--- src/rtl/switch_debouncer_pkg.sv ---
// Shared constants and types for the slide-switch debouncer.
// Board clock and debounce window set the default qualification length.
package switch_debouncer_pkg;

   localparam int unsigned CLK_FREQ_HZ         = 50_000_000;
   localparam int unsigned DEBOUNCE_MS         = 10;
   localparam int unsigned DEBOUNCE_CYCLES_DEF = (CLK_FREQ_HZ / 1000) * DEBOUNCE_MS;
   localparam int unsigned CNT_W_DEF           = 20;

   // Registered per-channel result: accepted level plus one-cycle edge pulses.
   typedef struct packed {
      logic level;
      logic rise;
      logic fall;
   } db_out_t;

endpackage

--- src/rtl/switch_debouncer_bit.sv ---
// One debounce channel: 2-flop synchroniser, persistence counter, accepted
// level and registered rise/fall pulses.
module debounce_bit
   import switch_debouncer_pkg::*;
#(
   parameter int unsigned DEBOUNCE_CYCLES = DEBOUNCE_CYCLES_DEF,
   parameter int unsigned CNT_W           = CNT_W_DEF
) (
   input  logic    Clk,
   input  logic    Reset_n,
   input  logic    sw_i,
   output db_out_t out_o,
   output logic    accept_o
);

   localparam logic [CNT_W-1:0] CNT_MAX = CNT_W'(DEBOUNCE_CYCLES - 1);

   logic             sync1_q, sync2_q;
   logic             state_q, state_d;
   logic             rise_q, rise_d;
   logic             fall_q, fall_d;
   logic [CNT_W-1:0] cnt_q, cnt_d;

   always_ff @(posedge Clk or negedge Reset_n) begin
      if (!Reset_n) begin
         sync1_q <= 1'b0;
         sync2_q <= 1'b0;
         state_q <= 1'b0;
         rise_q  <= 1'b0;
         fall_q  <= 1'b0;
         cnt_q   <= '0;
      end else begin
         sync1_q <= sw_i;
         sync2_q <= sync1_q;
         state_q <= state_d;
         rise_q  <= rise_d;
         fall_q  <= fall_d;
         cnt_q   <= cnt_d;
      end
   end

   // Any sample matching the accepted level restarts qualification.
   always_comb begin
      cnt_d    = '0;
      state_d  = state_q;
      rise_d   = 1'b0;
      fall_d   = 1'b0;
      accept_o = 1'b0;
      if (sync2_q != state_q) begin
         if (cnt_q == CNT_MAX) begin
            accept_o = 1'b1;
            state_d  = sync2_q;
            rise_d   = sync2_q;
            fall_d   = ~sync2_q;
         end else begin
            cnt_d = cnt_q + 1'b1;
         end
      end
   end

   assign out_o = '{level: state_q, rise: rise_q, fall: fall_q};

endmodule

--- src/rtl/switch_debouncer.sv ---
// WIDTH independent debounce channels plus a registered any-event flag.
// AnyEvent registers the channels' accept strobes so it aligns with the pulses.
module switch_debouncer
   import switch_debouncer_pkg::*;
#(
   parameter int unsigned WIDTH           = 4,
   parameter int unsigned DEBOUNCE_CYCLES = DEBOUNCE_CYCLES_DEF,
   parameter int unsigned CNT_W           = CNT_W_DEF
) (
   input  logic             Clk,
   input  logic             Reset_n,
   input  logic [WIDTH-1:0] SlideSwitch,
   output logic [WIDTH-1:0] SwitchState,
   output logic [WIDTH-1:0] RiseEvent,
   output logic [WIDTH-1:0] FallEvent,
   output logic             AnyEvent
);

   db_out_t [WIDTH-1:0] ch;
   logic    [WIDTH-1:0] accept;
   logic                any_q, any_d;

   for (genvar g = 0; g < WIDTH; g++) begin : g_ch
      debounce_bit #(
         .DEBOUNCE_CYCLES (DEBOUNCE_CYCLES),
         .CNT_W           (CNT_W)
      ) u_bit (
         .Clk      (Clk),
         .Reset_n  (Reset_n),
         .sw_i     (SlideSwitch[g]),
         .out_o    (ch[g]),
         .accept_o (accept[g])
      );
      assign SwitchState[g] = ch[g].level;
      assign RiseEvent[g]   = ch[g].rise;
      assign FallEvent[g]   = ch[g].fall;
   end

   assign any_d = |accept;

   always_ff @(posedge Clk or negedge Reset_n) begin
      if (!Reset_n) any_q <= 1'b0;
      else          any_q <= any_d;
   end

   assign AnyEvent = any_q;

endmodule

--- config.mk ---
export PLATFORM = sky130hd
export DESIGN_NAME = switch_debouncer
export DESIGN_NICKNAME = d
export VERILOG_FILES = /design/src/rtl/switch_debouncer_pkg.sv /design/src/rtl/switch_debouncer_bit.sv /design/src/rtl/switch_debouncer.sv
export SDC_FILE = /design/constraint.sdc
export NUM_CORES = 1
export LEC_CHECK = 0
export ABC_AREA = 1
export BUFFER_PORTS_ARGS = -buffer_cell sky130_fd_sc_hd__buf_2
export CAP_MARGIN = 40
export CORE_MARGIN = 2
export CORE_UTILIZATION = 40
export DETAILED_ROUTE_END_ITERATION = 8
export PLACE_DENSITY = 0.54
export RECOVER_POWER = 25
export SLEW_MARGIN = 10
export SYNTH_ARGS = -nofsm -noshare
export SYNTH_HDL_FRONTEND = slang
export SYNTH_SLANG_ARGS = --single-unit
--- constraint.sdc ---
create_clock -name Clk -period 1.53 [get_ports Clk]
set_input_delay 0.0765 -clock Clk [delete_from_list [all_inputs] [get_ports Clk]]
set_output_delay 0.0765 -clock Clk [all_outputs]
set_load 0.005 [all_outputs]
---- Yosys cells after proc, flatten, opt, wreduce, memory -nomap -nowiden ----
Cells that the tools add are included.
cells by class
  bitwise operators ....................... 4
  $mul .................................... 0
  div/mod/pow operators ................... 0
  shift operators ......................... 0
  add/sub/neg operators ................... 4
  mux-type cells .......................... 32
  order comparisons ....................... 0
  reductions and logical operators ........ 5
  equality and inequality tests ........... 8
operators with widths
  cell                   count
  $mux 20                8
  $add 20x1->20 const B  4
  $eq 20x19->1 const B   4
  $mux 1                 24
  $reduce_and 2->1       4
  $ne 1x1->1             4
  $not 1->1              4
  $reduce_or 4->1        1
storage, ports and cells
  memories ................................ 0
  logic and storage cells ................. 78
  input port bits ......................... 6
  memory bits (read-only) ................. 0
  RAM bits ................................ 0
  flip-flop bits (word level) ............. 101
  bits in latches ......................... 0
  output and inout port bits .............. 13

---- Depth between registers and ports, before layout ----
  depth after elaboration ................. 4
  mapped depth ............................ 9
  depth with buffers taken out ............ 9

---- Modules after synthesis ----
Synthesis repeated with hierarchy kept, for this count alone.
unflattened totals
  cell total of the unflattened synthesis .. 728
  area total of the unflattened synthesis .. 5696.7 µm²
by module, submodules not included
  module            cells each  area an instance (µm²)  sequential area each (µm²)  times used
  debounce_bit      181         1415.1                  625.6                       4
  switch_debouncer  4           36.3                    25.0                        1

---- Least setup slack after synthesis ----
Ideal clock, no wire load.
  path kind ............................... register -> register
  from .................................... register g_ch[1].u_bit.cnt_q[0]
  to ...................................... register g_ch[1].u_bit.cnt_q[14]
  arrival ................................. 1167 ps
  slack ................................... 243 ps
  stages on the path, launching flop included .. 9
  clock period less this slack ............ 1287 ps
  library setup time ...................... 121 ps
  buffers on the path ..................... 0
  required time ........................... 1409 ps
  cells stage by stage .................... dfrtp_1 ha_1 nand2_1 nor2_2 nand2_1 nor2_1 nand2_1 o21ai_1 nor2_1
between the ends
  longest elaborated chain between the ends .. 3
  elaborated cells between the ends (all ways) .. 4
  those cells by class .................... add/sub (1); eq/ne (1); mux (2)
RTL lines
  what                                                  RTL line                                                source
  start: declaration                                    switch_debouncer_bit.sv:22                              logic [CNT_W-1:0] cnt_q, cnt_d;
  start signal: assignment                              switch_debouncer_bit.sv:38                              cnt_q <= cnt_d;
  $add 20x1->20 / $eq 20x19->1 (equally long branches)  switch_debouncer_bit.sv:56, switch_debouncer_bit.sv:50
  $mux 20 (*)                                           switch_debouncer_bit.sv:50                              if (cnt_q == CNT_MAX) begin
  $mux 20 (*)                                           switch_debouncer_bit.sv:49                              if (sync2_q != state_q) begin
  via g_ch[1].u_bit.cnt_d[14]                           switch_debouncer_bit.sv:22
Mark *: on every way through the listed nets, which the timed path passes. The rest lies on a longest branch.
A chain may end at the register's enable or synchronous reset.

---- Worst setup path in the final report ----
  from .................................... register g_ch[3].u_bit.sync2_q
  to ...................................... register g_ch[3].u_bit.state_q
between the ends
  longest elaborated chain between the ends .. 2
RTL lines
  what                        RTL line                    source
  start: declaration          switch_debouncer_bit.sv:18  logic sync1_q, sync2_q;
  start signal: assignment    switch_debouncer_bit.sv:34  sync2_q <= sync1_q;
  $ne 1x1->1                  switch_debouncer_bit.sv:49
  $reduce_and 2->1 (no line)  -
  end signal: assignment      switch_debouncer_bit.sv:35  state_q <= state_d;
  end: declaration            switch_debouncer_bit.sv:19  logic state_q, state_d;
Several ways; a longest one is shown, not always the timed one.

==> impl_metrics.tcl <==
set metrics [dict create \
    area_growth_pct 14.39 \
    remaining_drc_errors 0 \
    routed_wl_um 12470 \
    cts_tree "done" \
    p_sw_mw 1.156 \
    antenna_found_initial 0 \
    viasPerCell 4.848 \
    rsz0062_at_grt "yes" \
    multiInputGateArea_um2 2659 \
    hpwl_um 9358 \
    grt.total_usage 0.1820 \
    p_per_area_nw_per_um2 842.3 \
    start_util 0.4134 \
    fin_util 0.4728 \
    slew_headroom 0.5904 \
    hold_violations 0 \
    outcome "complete, no violations" \
    maxCapViolations 0 \
    place_congestion 0.9279 \
    p_int_mw 4.181 \
    clkSinkCount 101 \
    port_buffers 18 \
    synth_seq_area_share 0.4563 \
    dp_slack_ns 0.02487 \
    clock_latency_ns 0.35 \
    combPwrFrac 0.037 \
    leakagePower_nw 2.809 \
    final_common_cell "nor2_1" \
    grt_pass1_vias 4517 \
    path_clk_slew_ns 0.07 \
    setup_slack_ns 0.09641 \
    ant_nets 0 \
    switching_share 0.2166 \
    die-area_um2 14800 \
    syn_area_per_cell_um2 7.557 \
    row_count 42 \
    seq_power_share 0.511 \
    io_pins 19 \
    die_w_um 121.7 \
    via_count 4620 \
    grt_pass1_wl_um 21280 \
    grt_start_max_net_pins 33 \
    critPathKind "reg -> reg" \
    synthCells 733 \
    synth_warnings 0 \
    overflow 0 \
    setup_viol 0 \
    skew_ns 0.005053 \
    syn_nets 743 \
    drv_slew 0 \
    irDropWorstVdd_mv 0.6007 \
    nNetsFinal 784 \
    diodes 0 \
    crit_arrival_ns 1.67 \
    whs_ns 0.2236 \
    pwr-share-clk 0.452 \
    finalCriticalPeriod_ns 1.434 \
    max_freq_ghz 0.6975 \
    layout-drive-gt1-share 0.1532 \
    path_max_fanout 5 \
    startpoint_type "register" \
    final_cell_mix "nor2_1 (171), nand2_1 (133), dfrtp_1 (101)" \
    end_kind "register" \
    drt_pass1_iterations 4 \
    die_y_um 121.7 \
    synth_area_um2 5539 \
    clockBufferDepth 2 \
    drt_iter0_markers 372 \
    wl_per_cell_um 13.08 \
    power_mw 5.337 \
    required_ns 1.77 \
    ys_ff_latch 101 \
    htree_num_levels 3 \
    post_synth_num_cell_types 28 \
    n_fill_cell 1341 \
    seqCellArea_um2 2527 \
    core_um2 13400 \
    finalCritPeriodShare 0.9370 \
    worstMarginPinSlew_ns 0.6143 \
    cts_made_buffers 9 \
    root_buffer "clkbuf_16" \
    min_path_type "in -> async" \
]
==> worst paths after layout <==
path / startpoint / cells after the start / end / slack, ns
worst max register to register: g_ch[3].u_bit.sync2_q / 6 / g_ch[3].u_bit.state_q / 0.1
max in group asynchronous: Reset_n / 3 / g_ch[1].u_bit.cnt_q[4] / 0.31
worst min-delay path: Reset_n / 2 / g_ch[3].u_bit.cnt_q[14] / 0.22
worst min register to register: g_ch[3].u_bit.sync1_q / 0 / g_ch[3].u_bit.sync2_q / 0.35
min in group Clk: g_ch[3].u_bit.sync1_q / 0 / g_ch[3].u_bit.sync2_q / 0.35
worst max-delay path: g_ch[3].u_bit.sync2_q / 6 / g_ch[3].u_bit.state_q / 0.1
==> cell usage after synthesis <==
cell,instances,area (um2)
and2_0,1,6.260
inv_2,7,26.28
nand3_2,5,50.05
buf_4,12,90.09
ha_1,4,50.05
nor2_1,179,671.9
a211oi_1,4,30.03
nand2_4,3,33.78
nor3_2,1,10.01
o21ai_0,7,35.03
nand2_1,139,521.8
nand4_1,11,68.82
or2_2,3,18.77
xnor2_1,5,43.79
nor2_2,16,100.1
xor2_1,30,262.8
nor3_1,14,70.07
a21oi_1,11,55.05
nand2_2,9,56.30
dfrtp_1,101,2527
inv_1,85,319.1
nand3_1,66,330.3
nand3b_1,3,22.52
or2_1,1,6.260
o21bai_2,1,11.26
nor2_4,5,56.30
nor2_8,1,20.02
o21ai_1,9,45.04
==> critical path, stage by stage (launching register included) <==
cell	delay, ns
dfrtp_1	0.36
inv_1	0.08
or2_2	0.31
nand2_4	0.11
nand4_1	0.23
nand2_1	0.14
o21ai_0	0.08
==> state kept, by name, summed over array words and instances (netlist names) <==
| register | flops |
|---|---|
| g_ch.u_bit.cnt_q | 80 |
| g_ch.u_bit.fall_q | 4 |
| g_ch.u_bit.rise_q | 4 |
| g_ch.u_bit.state_q | 4 |
| g_ch.u_bit.sync1_q | 4 |
| g_ch.u_bit.sync2_q | 4 |
| AnyEvent | 1 |
==> area by class of cell <==
cell class | count | area share
sequential | 101 | 0.3989
tap | 176 | 0.03476
inverter | 92 | 0.05450
timing repair buffer | 42 | 0.04423
multi-input combinational | 528 | 0.4196
clock buffer | 10 | 0.03614
clock inverter | 4 | 0.01185
==> cells by family after synthesis <==
| family | Yosys count | synth area share |
|---|---|---|
| and+or+nand+nor | 457 | 0.3689 |
| buffers and inverters | 104 | 0.07861 |
| DFF | 101 | 0.4563 |
| xor gates and xnor gates | 35 | 0.05534 |
| AOI/OAI and AO/OA | 32 | 0.03185 |
| adders and majority gates | 4 | 0.009036 |
==> power by group through the flow <==
stage | Sequential (mW) | Combinational (mW) | Clock [mW]
final | 2.73 | 0.195 | 2.41
after global routing | 2.73 | 0.229 | 2.59
after CTS | 2.73 | 0.203 | 2.48
after detailed placement | 2.78 | 0.192 | 0
after global placement | 2.78 | 0.186 | 0
after floorplan | 2.77 | 0.0819 | 0
==> through the flow <==
step           std cells  setup TNS, ns  cell area [um2]
2_1_floorplan        733              0             5539
3_3_place_gp         930              0             5899
3_5_place_dp         930              0             5899
4_1_cts              949              0             6254
5_1_grt              953       -0.05742             6336
6_report             953              0             6336
==> routing by layer <==
layer  global-route usage  routed length [um]
met3              0.04588                 493
met1               0.2471                6001
met5                    0                   0
met2               0.2848                5716
met4              0.06250                 255
==> repair_timing <==
| action | in CTS | in global routing |
|---|---|---|
| setup buffers | 0 | 4 |
| gates resized for setup | 0 | 25 |
| endpoints found under the setup margin | 0 | 34 |
| hold endpoints to repair | 105 | 0 |
| hold buffers | 5 | 0 |
(Power assumes the default switching activity.)
